--- config.mk ---
export PLATFORM = sky130hd
export DESIGN_NAME = instr_fetch_queue
export DESIGN_NICKNAME = d
export VERILOG_FILES = /design/src/rtl/instr_fetch_queue.sv
export SDC_FILE = /design/constraint.sdc
export NUM_CORES = 1
export LEC_CHECK = 0
export CAP_MARGIN = 20
export CORE_MARGIN = 1.5
export CORE_UTILIZATION = 58
export CTS_CLUSTER_SIZE = 8
export DETAILED_ROUTE_END_ITERATION = 16
export GPL_TIMING_DRIVEN = 0
export PLACE_DENSITY_LB_ADDON = 0.3
export SLEW_MARGIN = 20
export SYNTH_ARGS = -nofsm -noshare
export SYNTH_HDL_FRONTEND = slang
export SYNTH_SLANG_ARGS = --single-unit
--- constraint.sdc ---
create_clock -name clk -period 11.45 [get_ports clk]
set_clock_uncertainty 0.05 [all_clocks]
set_input_delay 2.8625 -clock clk [delete_from_list [all_inputs] [get_ports clk]]
set_output_delay 2.8625 -clock clk [all_outputs]
set_load 0.05 [all_outputs]
--- src/rtl/instr_fetch_queue.sv ---
// Instruction queue between the instruction cache and decode: a circular buffer of
// {pc, instr} pairs with a single-cycle flush for redirects.
`ifndef ADDR_WIDTH
`define ADDR_WIDTH 32
`endif
`ifndef DATA_WIDTH
`define DATA_WIDTH 32
`endif

module instr_fetch_queue #(
   parameter int unsigned DEPTH      = 8,
   parameter int unsigned ADDR_WIDTH = `ADDR_WIDTH,
   parameter int unsigned DATA_WIDTH = `DATA_WIDTH,
   localparam int unsigned CNT_WIDTH = $clog2(DEPTH + 1)
) (
   input  logic                  clk,
   input  logic                  rst,
   input  logic                  flush,
   input  logic                  in_valid,
   input  logic [ADDR_WIDTH-1:0] in_pc,
   input  logic [DATA_WIDTH-1:0] in_instr,
   output logic                  in_ready,
   output logic                  out_valid,
   output logic [ADDR_WIDTH-1:0] out_pc,
   output logic [DATA_WIDTH-1:0] out_instr,
   input  logic                  out_ready,
   output logic [CNT_WIDTH-1:0]  count,
   output logic                  overflow_err
);

   localparam int unsigned PTR_WIDTH = (DEPTH > 1) ? $clog2(DEPTH) : 1;

   // Unsupported depths elaborate a module that does not exist.
   if (DEPTH < 2 || (DEPTH & (DEPTH - 1)) != 0) begin : g_bad_depth
      instr_fetch_queue_depth_must_be_pow2_ge2 u_bad_depth ();
   end

   logic [ADDR_WIDTH+DATA_WIDTH-1:0] mem [DEPTH];
   logic [PTR_WIDTH-1:0]             wr_ptr;
   logic [PTR_WIDTH-1:0]             rd_ptr;
   logic                             full;
   logic                             empty;
   logic                             push;
   logic                             pop;

   always_comb begin
      full      = (count == CNT_WIDTH'(DEPTH));
      empty     = (count == '0);
      in_ready  = ~full;
      out_valid = ~empty;
      push      = in_valid & in_ready & ~flush;
      pop       = out_valid & out_ready & ~flush;
   end

   assign {out_pc, out_instr} = mem[rd_ptr];

   always_ff @(posedge clk) begin
      if (push && !rst) begin
         mem[wr_ptr] <= {in_pc, in_instr};
      end
   end

   always_ff @(posedge clk) begin
      if (rst) begin
         wr_ptr       <= '0;
         rd_ptr       <= '0;
         count        <= '0;
         overflow_err <= 1'b0;
      end else begin
         if (in_valid && !in_ready && !flush) begin
            overflow_err <= 1'b1;
         end
         if (flush) begin
            wr_ptr <= '0;
            rd_ptr <= '0;
            count  <= '0;
         end else begin
            if (push) wr_ptr <= wr_ptr + PTR_WIDTH'(1);
            if (pop)  rd_ptr <= rd_ptr + PTR_WIDTH'(1);
            case ({push, pop})
               2'b10:   count <= count + CNT_WIDTH'(1);
               2'b01:   count <= count - CNT_WIDTH'(1);
               default: count <= count;
            endcase
         end
      end
   end

   a_count_bound: assert property (@(posedge clk) disable iff (rst)
      count <= CNT_WIDTH'(DEPTH));
   a_ptr_count: assert property (@(posedge clk) disable iff (rst)
      PTR_WIDTH'(wr_ptr - rd_ptr) == count[PTR_WIDTH-1:0]);

endmodule

## Word-level counts from Yosys, hierarchy flattened

Memories as Yosys holds them, arrays and structs flattened. A register that Yosys moved wholly into a read port is not among the register bits.
Index checks and enable logic that the tools add are counted.

| word-level totals | value |
|---|---|
| output and inout bits | 71 |
| memory bits (read-only) | 0 |
| logic and storage cells | 32 |
| latch bits | 0 |
| memories kept | 1 |
| RAM bits | 512 |
| bits of input ports | 69 |
| bits in registers | 11 |

| cells by class | value |
|---|---|
| eq/ne operators | 3 |
| $mul | 0 |
| bitwise logic cells | 7 |
| mux-type cells | 5 |
| $lt $le $gt $ge | 0 |
| shifts and indexed selects | 0 |
| div/mod/pow operators | 0 |
| add/subtract/negate cells | 4 |
| reductions and logical operators | 8 |

Memories:

| memory | depth | bits a word | rd ports | clocked after memory_dff | write ports | line | source |
|---|---|---|---|---|---|---|---|
| mem | 8 | 64 | 1 | 1 | 1 | 38 | `logic [ADDR_WIDTH+DATA_WIDTH-1:0] mem [DEPTH];` |

Operator list:

| kind | count |
|---|---|
| $pmux 4 s2 | 1 |
| $add 3x1->3 const B | 2 |
| $mux 3 | 2 |
| $add 4x1->4 const B | 1 |
| $and 1x1->1 | 4 |
| $eq 4x4->1 const B | 1 |
| $logic_not 4->1 | 1 |
| $sub 4x1->4 const B | 1 |
| $logic_and 1x1->1 | 3 |
| $not 1->1 | 3 |
| $eq 2x1->1 const B | 1 |
| $eq 2x2->1 const B | 1 |
| $logic_not 1->1 | 2 |
| $mux 1 | 2 |
| $reduce_bool 2->1 | 1 |
| $reduce_or 2->1 | 1 |

## Logic depth before layout (Yosys ltp)

| logic depth | value |
|---|---|
| depth in word-level cells | 7 |
| depth in mapped cells | 11 |
| mapped depth without buffers | 10 |

## Least setup slack after synthesis

OpenSTA, ideal clock, no wires.

| timing path | value |
|---|---|
| kind | input to register |
| start point | input port in_valid |
| end point | memory mem[0][0] (netlist bit), enable pin |
| stages on the path | 4 |
| buffers on the path | 0 |
| arrival | 9.610 ns |
| setup slack | 1.146 ns |
| path through | nor2b_1 > and2_4 > or2b_2 > nor4_1 |

| between the ends | value |
|---|---|
| longest elaborated chain between the ends | 5 |

RTL lines:

| item | line | source |
|---|---|---|
| start: declaration | 19 | `input logic in_valid,` |
| $and 1x1->1 (2 in series) | 51 | `push = in_valid & in_ready & ~flush;` |
| $logic_and 1x1->1 | 58 | `if (push && !rst) begin` |
| $mux 1 | 58 |  |
| $mux 1 (implied by the code) | 59 | `mem[wr_ptr] <= {in_pc, in_instr};` |
| end: declaration | 38 |  |

Every way passes these cells.

==> metrics <==
status=finished clean; number of synthesized register bits=526; post-synthesis cell type count=33; synthesis warning total=0; pwr dens=171 nW/µm²; ys flop type=edfxtp_1; Seq/Total Area, Yosys=78.6%; gr usage total=23.7%; crit path time final=6.24 ns; clock buffer count from CTS=75; unrepaired setup endpoints after global routing=no; Post-synth EDFFs=512; DP Worst Slack=4.96 ns; Tcrit/Tclk final=54.5%; Fin. Hold Viols=0; area of the multi-input gates=4080 µm²; Worst-Skew Late Latency=0.57 ns; FILL cells=1913; DPL Wire Length=24500 µm; critical path arrival=3.33 ns; # rows=67; Remaining Overflow, GRT=0; die area=35500 µm²; Max Slew Vio Count=0; DRT Pass-1 Iters=4; Worst Path Required=8.54 ns; crit path kind=register to primary output; initial antenna violation count=2; # Post-CTS Setup Buffers=0; Iter 0 DRT Violations=865; post_cts resized=0; startpoint types=register; largest net degree at the start of global routing=22; core area=33700 µm²; Avg WL per Cell=25.9 µm; Via Count=9455; Cell Area, Placed=22600 µm²; Root Driver=clkbuf_16; post-synthesis async set-or-reset flop share=0%; DR vias/cell=6.05; Placer Congestion=0.737; WL final=40500 µm; H-Tree Depth=3; vias in the first global route=10.1k; Post-CTS Hold Buffers=0; Initial Utilization=59.1%; die width=188 µm; clk slew on worst S/H paths=0.05 ns; layout cell share with drive strength beyond 1=31.6%; HP Class=register to register; Critical Path End Type=primary output; Antenna Nets Post-Route=0; Avg Cell Area, Syn=24.1 µm²; area delta synth->final=23.6%; largest fanout on the critical path=10; I/O pin count=140; Remaining DRCs=0; Least-Margin Pin Slew=0.808 ns; CTS tree=yes; Worst VDD drop=0.153 mV; clk sinks=526; # diodes=0; fin area=24600 µm²; Bufs on Longest Clock Path=3; Tot Pwr=4.21 mW; Cells after Synth=825; Leak=7.77 nW; Final Setup Violations=0; storage element area=15700 µm²; final setup margin=5.21 ns; number of max-cap violations=0; Buffers on Ports=139; Mapped Area=19900 µm²; Slew HR=45.7%; syn_nets=899; first-pass GRT wire length=61300 µm; post-layout net count=1162; die height=188 µm; fmax=160 MHz; fin util=73.1%
==> worst paths after layout <==
path,from,end,slack (ns),cells after the start
setup reg to reg,count[0]$_SDFFE_PP0P_,mem[0][25]$_DFFE_PP_,7.92,10
hold reg to reg,overflow_err$_SDFFE_PP0P_,overflow_err$_SDFFE_PP0P_,0.44,2
hold / removal,overflow_err$_SDFFE_PP0P_,overflow_err$_SDFFE_PP0P_,0.44,2
setup / recovery,register,out_pc[22],5.21,4
==> cells in the mapped netlist (2+ instances only) <==
library cell / number / area (µm²)
edfxtp_1: 512 / 15400
buf_2: 3 / 15.0
mux4_2: 128 / 2880
nand2_1: 9 / 33.8
xor2_1: 6 / 52.6
buf_6: 11 / 124
ha_1: 5 / 62.6
nor4_1: 2 / 12.5
o21ai_0: 3 / 15.0
clkbuf_1: 11 / 41.3
buf_1: 9 / 33.8
nand3_1: 4 / 20.0
buf_4: 4 / 30.0
nor2_1: 18 / 67.6
dfxtp_1: 14 / 280
nor2b_1: 2 / 12.5
mux2_2: 64 / 721
a21oi_1: 5 / 25.0
==> where the power goes <==
part           internal (mW)  switching [mW]  leakage (nW)
sequential              2.13         0.00268          4.73
combinational         0.0565          0.0767          2.04
clock                   1.21           0.739          1.01
total                   3.40           0.819          7.77
==> layer usage <==
metal / part of all wire, % / vias to the layer above / global-route usage, %
li1: - / 4023 / -
met4: 2.0 / 2 / 7.45
met3: 5.6 / 73 / 4.36
met1: 42 / 4993 / 33.3
met5: 0.020 / - / 0
met2: 51 / 364 / 38.4
==> metrics by stage <==
stage / hold slack [ns] / cells / setup TNS [ns]
finish: 0.439 / 1563 / 0
CTS: 0.444 / 1563 / 0
floorplan: 0.404 / 825 / 0
global route: 0.482 / 1563 / 0
global placement: 0.410 / 1412 / -648.14
detailed placement: 0.415 / 1459 / 0
==> state kept, by name (all words and copies together), names as in the netlist, named ones only <==
signal	flops
count	4
mem	512
overflow_err	1
rd_ptr	3
wr_ptr	3
==> logic make-up (layout without fill, tap and decap cells) <==
logic type	after synthesis	after routing	share of synthesized area [%]
flops	526	526	78.6
mux	193	193	18.1
simple gates	46	46	1.18
buf+inv	39	329	1.24
compound gates	10	10	0.276
xor+xnor	6	6	0.264
fa+ha+maj	5	5	0.314
==> critical path: stages (launching register included) <==
cell,delay (ns)
dfxtp_1,0.31
buf_1,0.61
clkbuf_1,0.67
mux2_2,0.45
clkdlybuf4s50_1,0.71
==> cell type report <==
class	instances	area share (%)
sequential	526	63.6
clock buffer	99	8.20
timing repair buffer	186	8.18
tap	448	2.28
multi-input combinational	260	16.5
buffer	38	0.991
clock inverter	5	0.239
inverter	1	0.0152
==> placed cells by master, fill, tap and decap left out, types with 2 or more instances in the layout <==
cell type        count
mux4_2             128
buf_2               20
dfxtp_1             14
ha_1                 5
xor2_1               6
nand3_1              4
inv_6                3
o21ai_0              3
a21oi_1              5
clkinv_8             2
clkdlybuf4s50_1    139
nor2_1              12
edfxtp_1           512
buf_6               11
buf_12               9
clkbuf_16           77
nor2b_1              2
clkbuf_1            32
buf_16              10
buf_4               15
buf_1                9
nand2_1              9
nor2_4               6
nor4_2               2
mux2_2              64
Note: power is estimated with default switching activity, not from simulation.
